[src/rtl/fsctl_commit_seq.sv]
// Commit sequencer: waits for all stream engines to reach a frame boundary, holds the
// pipeline in soft reset, strobes shadow->active geometry latch, then releases and reports.
module fsctl_commit_seq #(
  parameter int                        C_STREAMS      = 3,
  parameter int                        C_RST_CYCLES   = 16,
  parameter int                        C_TIMEOUT_BITS = 24,
  parameter logic [C_TIMEOUT_BITS-1:0] C_TIMEOUT      = 24'd1000000,
  parameter int                        C_CNT_BITS     = 16
) (
  input  logic                  clk,
  input  logic                  resetn,
  input  logic                  i_ctl_enable,
  input  logic                  i_cmd_commit,
  input  logic                  i_cmd_force,
  input  logic [C_STREAMS-1:0]  i_s_idle,
  output logic                  o_soft_resetn,
  output logic                  o_cfg_latch,
  output logic                  o_busy,
  output logic                  o_done,
  output logic                  o_timeout,
  output logic [C_CNT_BITS-1:0] o_commit_cnt
);

  localparam int RST_W = (C_RST_CYCLES > 1) ? $clog2(C_RST_CYCLES) : 1;
  localparam logic [RST_W-1:0] RST_LOAD = RST_W'(C_RST_CYCLES - 1);

  typedef enum logic [2:0] {
    S_IDLE,
    S_WAIT_IDLE,
    S_ASSERT_RST,
    S_LATCH,
    S_RELEASE
  } state_t;

  state_t                    r_state;
  logic                      r_pending;
  logic [C_TIMEOUT_BITS-1:0] r_wait_cnt;
  logic [RST_W-1:0]          r_rst_cnt;
  logic                      r_soft_resetn;
  logic                      r_cfg_latch;
  logic                      r_busy;
  logic                      r_done;
  logic                      r_timeout;
  logic [C_CNT_BITS-1:0]     r_commit_cnt;

  logic w_all_idle;
  logic w_tmo_hit;

  assign w_all_idle = &i_s_idle;
  assign w_tmo_hit  = (C_TIMEOUT != '0) && (r_wait_cnt == C_TIMEOUT);

  always_ff @(posedge clk) begin
    if (!resetn) begin
      r_state       <= S_IDLE;
      r_pending     <= 1'b0;
      r_wait_cnt    <= '0;
      r_rst_cnt     <= '0;
      r_soft_resetn <= 1'b0;
      r_cfg_latch   <= 1'b0;
      r_busy        <= 1'b0;
      r_done        <= 1'b0;
      r_timeout     <= 1'b0;
      r_commit_cnt  <= '0;
    end else begin
      r_cfg_latch   <= 1'b0;
      r_soft_resetn <= i_ctl_enable;
      // Requests arriving mid-commit (including during RELEASE) coalesce into one follow-up.
      if (r_state != S_IDLE && i_cmd_commit)
        r_pending <= 1'b1;

      case (r_state)
        S_IDLE: begin
          if (i_cmd_commit || r_pending) begin
            r_state    <= S_WAIT_IDLE;
            r_busy     <= 1'b1;
            r_done     <= 1'b0;
            r_timeout  <= 1'b0;
            r_pending  <= 1'b0;
            r_wait_cnt <= '0;
          end
        end

        S_WAIT_IDLE: begin
          if (w_all_idle || i_cmd_force || w_tmo_hit) begin
            r_state       <= S_ASSERT_RST;
            r_rst_cnt     <= RST_LOAD;
            r_soft_resetn <= 1'b0;
            // Only a genuine timeout is flagged; idle and force take precedence.
            r_timeout     <= w_tmo_hit && !w_all_idle && !i_cmd_force;
          end else begin
            r_wait_cnt <= r_wait_cnt + C_TIMEOUT_BITS'(1);
          end
        end

        S_ASSERT_RST: begin
          r_soft_resetn <= 1'b0;
          if (r_rst_cnt == '0) begin
            r_state     <= S_LATCH;
            r_cfg_latch <= 1'b1;
          end else begin
            r_rst_cnt <= r_rst_cnt - RST_W'(1);
          end
        end

        S_LATCH: begin
          r_state      <= S_RELEASE;
          r_done       <= 1'b1;
          r_commit_cnt <= r_commit_cnt + C_CNT_BITS'(1);
        end

        S_RELEASE: begin
          r_state <= S_IDLE;
          r_busy  <= 1'b0;
        end

        default: begin
          r_state <= S_IDLE;
          r_busy  <= 1'b0;
        end
      endcase
    end
  end

  assign o_soft_resetn = r_soft_resetn;
  assign o_cfg_latch   = r_cfg_latch;
  assign o_busy        = r_busy;
  assign o_done        = r_done;
  assign o_timeout     = r_timeout;
  assign o_commit_cnt  = r_commit_cnt;

endmodule

[config.mk]
export PLATFORM = sky130hd
export DESIGN_NAME = fsctl_commit_seq
export DESIGN_NICKNAME = d
export VERILOG_FILES = /design/src/rtl/fsctl_commit_seq.sv
export SDC_FILE = /design/constraint.sdc
export NUM_CORES = 1
export LEC_CHECK = 0
export BUFFER_PORTS_ARGS = -buffer_cell sky130_fd_sc_hd__buf_2
export CAP_MARGIN = 25
export CORE_UTILIZATION = 40
export CTS_BUF_LIST = sky130_fd_sc_hd__clkbuf_16
export DETAILED_ROUTE_END_ITERATION = 8
export HOLD_SLACK_MARGIN = 0.1
export PLACE_DENSITY_LB_ADDON = 0.25
export SLEW_MARGIN = 30
export SYNTH_ARGS = -nofsm -noshare
export SYNTH_HDL_FRONTEND = slang
export SYNTH_SLANG_ARGS = --single-unit
[constraint.sdc]
create_clock -name clk -period 3.6 [get_ports clk]
set_input_delay 0.54 -clock clk [delete_from_list [all_inputs] [get_ports clk]]
set_output_delay 0.54 -clock clk [all_outputs]
set_load 0.01 [all_outputs]
==> results of run 1 <==
==> registers in the layout, summed over array words and instances (netlist names) <==
register / flops
o_soft_resetn: 1
o_cfg_latch: 1
r_wait_cnt: 24
o_commit_cnt: 16
o_done: 1
o_busy: 1
o_timeout: 1
r_state: 3
r_pending: 1
r_rst_cnt: 4
==> per-layer routing <==
metal	track usage	vias to the layer above
met5	0	-
met4	0.0714	0
met3	0.0444	4
met2	0.264	48
met1	0.218	980
li1	-	1102
==> cell families after synthesis <==
family          synth area share
compound gates             0.132
simple gates               0.295
buf+inv                   0.0317
xor+xnor                  0.0972
mux                      0.00397
flops                      0.421
fa+ha+maj                 0.0198
==> worst max-delay path by stage <==
stage	start	to	slack, ns	cells past startpoint
global route	r_wait_cnt[20]	r_wait_cnt[2]	0.85	7
finish	r_wait_cnt[20]	r_wait_cnt[14]	1.02	7
global placement	r_wait_cnt[20]	r_wait_cnt[22]	1.09	7
floorplan	r_wait_cnt[20]	r_wait_cnt[15]	1.37	7
detailed placement	r_wait_cnt[20]	r_wait_cnt[14]	1.03	7
CTS	r_wait_cnt[20]	r_wait_cnt[14]	1.01	7
==> power by group through the flow <==
stage          Clock, W  Sequential (W)  Combinational (W)
2_1_floorplan         0        0.000635          0.0000982
3_3_place_gp          0        0.000642           0.000125
3_5_place_dp          0        0.000642           0.000126
4_1_cts        0.000548        0.000629           0.000127
5_1_grt        0.000573        0.000632           0.000142
6_report       0.000535        0.000629           0.000125
==> stage by stage <==
step / instance area, µm² / total power, W
2_1_floorplan: 2520 / 0.000733
3_3_place_gp: 2730 / 0.000767
3_5_place_dp: 2730 / 0.000769
4_1_cts: 2900 / 0.00130
5_1_grt: 2900 / 0.00135
6_report: 2900 / 0.00129
==> worst max-delay path, stage by stage (launching register included) <==
cell and delay (ns):
sky130_fd_sc_hd__dfxtp_1 0.35, sky130_fd_sc_hd__or4b_1 0.53, sky130_fd_sc_hd__or4_4 0.57, sky130_fd_sc_hd__o211ai_2 0.26, sky130_fd_sc_hd__buf_4 0.29, sky130_fd_sc_hd__a211o_1 0.27, sky130_fd_sc_hd__or3_1 0.14, sky130_fd_sc_hd__a21oi_1 0.06
==> final cells by class <==
cell class | count | area [µm²] | share of cell area
Clock buffer | 5 | 125 | 0.0432
Tap cell | 75 | 93.8 | 0.0324
Sequential cell | 53 | 1060 | 0.366
Multi-Input combinational cell | 226 | 1380 | 0.477
Clock inverter | 3 | 41.3 | 0.0143
Inverter | 8 | 30.0 | 0.0104
Timing Repair Buffer | 31 | 163 | 0.0562
==> layout by cell type (no fill, tap or decap), types with 2 or more instances in the layout <==
cell type                   Yosys  routed
sky130_fd_sc_hd__nand3_1       12      12
sky130_fd_sc_hd__a21boi_1       3       3
sky130_fd_sc_hd__o21ai_0       10      10
sky130_fd_sc_hd__xor2_1         3       3
sky130_fd_sc_hd__nor4_1         3       3
sky130_fd_sc_hd__xnor2_1       25      25
sky130_fd_sc_hd__ha_1           4       4
sky130_fd_sc_hd__a21oi_1       20      20
sky130_fd_sc_hd__nor2_1        32      32
sky130_fd_sc_hd__and4_1         2       2
sky130_fd_sc_hd__inv_1          8       8
sky130_fd_sc_hd__nor3b_1        2       2
sky130_fd_sc_hd__dfxtp_1       53      53
sky130_fd_sc_hd__or4b_1         2       2
sky130_fd_sc_hd__a211oi_1       2       2
sky130_fd_sc_hd__o311a_1        2       2
sky130_fd_sc_hd__o2111ai_1      2       2
sky130_fd_sc_hd__or3b_2         2       2
sky130_fd_sc_hd__nor3_1         6       6
sky130_fd_sc_hd__and2_1        14      14
sky130_fd_sc_hd__nand2_1       29      29
sky130_fd_sc_hd__and3_1         3       3
sky130_fd_sc_hd__buf_4          1       3
sky130_fd_sc_hd__buf_2          1      28
sky130_fd_sc_hd__a21boi_0       3       3
sky130_fd_sc_hd__nand2b_1       5       5
sky130_fd_sc_hd__nor2b_1        3       3
sky130_fd_sc_hd__nand4_1       13      13
sky130_fd_sc_hd__clkbuf_16      0       5
sky130_fd_sc_hd__or3_1          6       6
sky130_fd_sc_hd__or4_1          2       2
sky130_fd_sc_hd__nor4b_1        2       2
==> flow_summary.rst, run 1 <==
.. list-table::
   :header-rows: 1

   * - Metric
     - Value
   * - Critical setup path kind
     - flop to flop
   * - Clock net sink count
     - 53
   * - Fraction of power consumed by sequential logic
     - 0.488
   * - Endpoint with the worst hold slack
     - r_wait_cnt[1]
   * - Setup repair after global routing missed its margin
     - false
   * - Initial antenna violation count
     - 0
   * - Detail Route met3 WL
     - 190 µm
   * - Setup slack, reg-to-reg
     - 1.02 ns
   * - Post-route minimum period
     - 2.58 ns
   * - CTS Root Buffer Type
     - sky130_fd_sc_hd__clkbuf_16
   * - Vias per Instance
     - 5.32
   * - Final core occ
     - 0.483
   * - Largest net degree at the start of global routing
     - 36
   * - Worst slack at placement
     - 1.03 ns
   * - Critical Path End Type
     - flop
   * - Final WL
     - 5.13 mm
   * - Length of routed wiring on met1
     - 2.59 mm
   * - Total number of vias
     - 2134
   * - Fill cells
     - 596
   * - Net count of the mapped netlist
     - 311
   * - Clock tree from TritonCTS
     - built
   * - Worst reg2reg startpoint
     - r_wait_cnt[20]
   * - Timing-limited maximum frequency
     - 388 MHz
   * - Number of instances resized during post-cts repair
     - 0
   * - Worst-path clk slew
     - 0.07 ns
   * - Number of non-filler instances in the completed layout
     - 401
   * - Logic pwr share
     - 0.097
   * - Number of global-route vias before repair
     - 1901
   * - Die Height
     - 81.4 µm
   * - Most frequent cells after synthesis
     - 53 x sky130_fd_sc_hd__dfxtp_1, 32 x sky130_fd_sc_hd__nor2_1, 29 x sky130_fd_sc_hd__nand2_1
   * - Slew margin rel.
     - 0.519
   * - Fin nets
     - 337
   * - Primary flip-flop cell chosen by synthesis mapping
     - sky130_fd_sc_hd__dfxtp_1
   * - Overall track demand over capacity in global routing
     - 0.169
   * - Final slew viol count
     - 0
   * - Proportion of synthesized chip area in sequential cells
     - 0.421
   * - Clock power share
     - 0.415
   * - Pin slew with the least headroom to its limit
     - 0.717 ns
   * - Maximum VDD drop
     - 281 µV
   * - Setup ws final
     - 1.02 ns
   * - Number of failing hold endpoints at the final stage
     - 0
   * - Ranking of synthesized cells by area
     - sky130_fd_sc_hd__dfxtp_1 42%, sky130_fd_sc_hd__xnor2_1 8.7%, sky130_fd_sc_hd__nor2_1 4.8%, sky130_fd_sc_hd__nand2_1 4.3%, sky130_fd_sc_hd__a21oi_1 4.0%
   * - Number of H-tree levels
     - 2
   * - Top-area cell type share of the netlist area
     - 0.421
   * - Clk_skew
     - 0.00385 ns
   * - Required time reported for the critical path endpoint
     - 3.78 ns
   * - Horizontal die dimension
     - 81.4 µm
   * - Final setup fails
     - 0
   * - Drc violations
     - 0
   * - DRT Pass-1 Iters
     - 4
   * - Flops & latches, synth
     - 53
   * - Area growth syn-to-layout
     - 14.8%
   * - Top routing layer in use
     - met4
   * - Number of clock buffers inserted by TritonCTS
     - 5
   * - Number of hold buffers added after CTS
     - 0
   * - Overflow left after global routing
     - 0
   * - Met2 wirelength from detailed routing
     - 2.26 mm
   * - Register-to-Register Path Depth
     - 7
   * - Number of warnings issued by yosys
     - 0
   * - Capture instance of the worst register-to-register path
     - r_wait_cnt[14]
   * - Maximum buffer depth of the clock tree
     - 2
   * - Share of layout cells above drive strength 1
     - 0.129
   * - Initial DRC Count
     - 86
   * - Area of the mapped netlist
     - 2520 µm²
   * - Number of top-level pins
     - 29
   * - Average instance area after synthesis
     - 8.44 µm²
   * - Setup Buffers After CTS
     - 0
   * - Most frequent cell after synthesis
     - sky130_fd_sc_hd__dfxtp_1
   * - HPWL after detailed placement
     - 3.50 mm
   * - Power per unit of standard cell area
     - 445 nW/µm²
   * - Worst Path Arrival
     - 2.76 ns
   * - Final weighted congestion in routability-driven placement
     - 0.793
   * - Wire length of the first global-routing pass
     - 8.49 mm
   * - Initial cell density of the core
     - 0.421
   * - Standard-cell rows
     - 28
   * - Leak
     - 1.06 nW
   * - Total negative setup slack
     - 0 ns
   * - Antenna diode count
     - 0
   * - Total of max-cap violations
     - 0
   * - Port Buf Inserts
     - 28
   * - Share of flip-flops with an asynchronous set or reset
     - 0
   * - Clock latency of the later-clocked register in the worst-skew pair
     - 0.29 ns
   * - Distinct cells, synth
     - 46
   * - Switching part of the total power
     - 0.240
   * - Startpoint of the tightest hold check path
     - r_wait_cnt[1]
   * - Number of routed nets with antenna violations
     - 0
   * - Cell taking the most area after synthesis
     - sky130_fd_sc_hd__dfxtp_1
   * - Routed wirelength normalized by instance count
     - 12.8 µm
   * - Instance count along the most critical hold path
     - 2
   * - Hold slack
     - 0.475 ns
   * - Pint
     - 0.000981 W
   * - Synthesized instance count
     - 299
   * - Maximum net fanout on the critical path
     - 21
   * - Net Switching
     - 0.000309 W
   * - Path type of the worst min-delay path
     - flop to flop
   * - Result of the run
     - completed
   * - Number of enable-type register cells in the synthesized netlist
     - 0
   * - Placed insts
     - 393
   * - Core footprint
     - 5990 µm²
   * - Full die area
     - 6630 µm²
   * - Share of the clock period used by the worst path after layout
     - 0.716
   * - Critical Path Start Type
     - flop
Power figures use the tool's default switching activity.
==> run 2, diff against run 1 <==
==> constraint.sdc (replaced) <==
create_clock -name clk -period 2.55 [get_ports clk]
set_input_delay 0.3825 -clock clk [delete_from_list [all_inputs] [get_ports clk]]
set_output_delay 0.3825 -clock clk [all_outputs]
set_load 0.01 [all_outputs]
==> run 2 against run 1 <==
- maximum frequency is 8.1% higher
- hold slack worse by 0.15 ns
- count of clock-buffer cells in the layout stayed put
- setup slack got worse by 0.86 ns
- global-route usage grew 0.098 points
- die area unchanged
- cell area rose by 3.2%
- combinational power up 72%
- non-clock buffer count up 11
- via count is 3.6% higher
- clock power is 24% higher
- critical path type unchanged
- critical endpoint is now r_wait_cnt[2]
- largest power group unchanged
- highest routed layer unchanged
==> flow_summary.rst, run 2 (synthesized netlist as in run 1, its figures left out) <==
.. list-table::
   :header-rows: 1

   * - Metric
     - Value
   * - Number of H-tree levels
     - 2
   * - Initial antenna violation count
     - 0
   * - Port Buf Inserts
     - 28
   * - Number of global-route vias before repair
     - 1931
   * - Post-route minimum period
     - 2.39 ns
   * - Critical setup path kind
     - flop to flop
   * - Power per unit of standard cell area
     - 590 nW/µm²
   * - Vias per Instance
     - 5.37
   * - Final WL
     - 5.41 mm
   * - Critical Path End Type
     - flop
   * - Clk_skew
     - 0.00696 ns
   * - Die Height
     - 81.4 µm
   * - Slew margin rel.
     - 0.645
   * - Area growth syn-to-layout
     - 18.5%
   * - Overflow left after global routing
     - 0
   * - Total of max-cap violations
     - 0
   * - Clock latency of the later-clocked register in the worst-skew pair
     - 0.29 ns
   * - Maximum VDD drop
     - 373 µV
   * - Final weighted congestion in routability-driven placement
     - 0.789
   * - Horizontal die dimension
     - 81.4 µm
   * - Setup ws final
     - 0.165 ns
   * - Fin nets
     - 348
   * - Timing-limited maximum frequency
     - 419 MHz
   * - Core footprint
     - 5990 µm²
   * - Number of clock buffers inserted by TritonCTS
     - 5
   * - Number of routed nets with antenna violations
     - 0
   * - Number of flip-flops in the largest register
     - 24
   * - Overall track demand over capacity in global routing
     - 0.169
   * - Total negative setup slack
     - 0 ns
   * - Final core occ
     - 0.499
   * - Share of the clock period used by the worst path after layout
     - 0.935
   * - Drc violations
     - 0
   * - Worst-path clk slew
     - 0.07 ns
   * - Most flops, register
     - r_wait_cnt
   * - Pin slew with the least headroom to its limit
     - 0.531 ns
   * - HPWL after detailed placement
     - 3.75 mm
   * - Worst Path Arrival
     - 2.60 ns
   * - Number of failing hold endpoints at the final stage
     - 0
   * - Maximum buffer depth of the clock tree
     - 2
   * - Required time reported for the critical path endpoint
     - 2.77 ns
   * - Top library cells by usage in the layout, fill and taps aside
     - 53 x sky130_fd_sc_hd__dfxtp_1, 32 x sky130_fd_sc_hd__nor2_1, 29 x sky130_fd_sc_hd__nand2_1
   * - Worst slack at placement
     - 0.0595 ns
   * - Maximum net fanout on the critical path
     - 21
   * - Antenna diode count
     - 0
   * - Setup repair after global routing missed its margin
     - false
   * - Hold slack
     - 0.329 ns
   * - Power after layout
     - 0.00176 W
   * - Share of layout cells above drive strength 1
     - 0.163
   * - Number of top-level pins
     - 29
   * - DRT Pass-1 Iters
     - 5
   * - Most common cell after layout, fill and taps aside
     - sky130_fd_sc_hd__dfxtp_1
   * - Result of the run
     - completed
   * - Standard-cell rows
     - 28
   * - Top routing layer in use
     - met4
   * - Length of routed wiring on met1
     - 2.65 mm
   * - CTS Root Buffer Type
     - sky130_fd_sc_hd__clkbuf_16
   * - Largest net degree at the start of global routing
     - 35
   * - Initial DRC Count
     - 90
   * - Detail Route met3 WL
     - 218 µm
   * - Met2 wirelength from detailed routing
     - 2.47 mm
   * - Full die area
     - 6630 µm²
   * - Initial cell density of the core
     - 0.421
   * - Clock tree from TritonCTS
     - built
   * - Final slew viol count
     - 0
   * - Total number of vias
     - 2211
   * - Final setup fails
     - 0
   * - Leak
     - 1.12 nW
   * - Fill cells
     - 572
   * - Path type of the worst min-delay path
     - input pin to flop
   * - Critical Path Start Type
     - flop
   * - Clock net sink count
     - 53
   * - Wire length of the first global-routing pass
     - 8.66 mm
   * - Routed wirelength normalized by instance count
     - 13.1 µm
   * - Number of hold buffers added after CTS
     - 0
==> run 2: final cells by class <==
| type | count | area, µm² | share of cell area |
|---|---|---|---|
| flip-flops and latches | 53 | 1060 | 0.355 |
| well taps | 75 | 93.8 | 0.0314 |
| clock buffers | 5 | 125 | 0.0419 |
| multi-input cells | 226 | 1400 | 0.469 |
| inverters | 8 | 30.0 | 0.0101 |
| clock inverters | 3 | 18.8 | 0.00628 |
| repair buffers | 42 | 258 | 0.0863 |
==> run 2: final timing paths <==
check	startpoint	to	slack, ns	cells past startpoint
setup / recovery	r_wait_cnt[0]	r_wait_cnt[2]	0.16	9
hold / removal	i_ctl_enable	o_soft_resetn	0.33	3
setup reg to reg	r_wait_cnt[0]	r_wait_cnt[2]	0.16	9
hold reg to reg	o_busy	o_busy	0.48	2
==> run 2: repair_timing <==
| action | 4_1_cts | 5_1_grt |
|---|---|---|
| setup buffers | 0 | 0 |
| resized for setup | 0 | 3 |
| setup endpoints to repair | 0 | 8 |
==> run 2: stage by stage <==
stage	std cells	area, µm²
after floorplan	299	2520
after global placement	404	2820
after detailed placement	404	2820
after CTS	412	2970
after global routing	412	2990
final	412	2990
==> run 2: layer usage <==
metal | track usage | up-vias
met1 | 0.215 | 1026
met5 | 0 | -
met3 | 0.0389 | 8
li1 | - | 1129
met4 | 0.0571 | 0
met2 | 0.282 | 48
==> run 2: critical path, cell delays in order (launching register included) <==
cell	delay (ns)
sky130_fd_sc_hd__dfxtp_1	0.32
sky130_fd_sc_hd__inv_1	0.11
sky130_fd_sc_hd__ha_1	0.15
sky130_fd_sc_hd__or3b_2	0.43
sky130_fd_sc_hd__or4_4	0.46
sky130_fd_sc_hd__o211ai_4	0.25
sky130_fd_sc_hd__buf_12	0.19
sky130_fd_sc_hd__and2_4	0.17
sky130_fd_sc_hd__o21ai_0	0.08
sky130_fd_sc_hd__a21boi_1	0.15
==> run 2: power by group <==
part | internal, W | switching [W] | leakage, nW | total (W)
registers | 0.000855 | 0.0000260 | 0.429 | 0.000881
clock network | 0.000361 | 0.000305 | 0.0672 | 0.000666
logic | 0.0000876 | 0.000127 | 0.621 | 0.000215
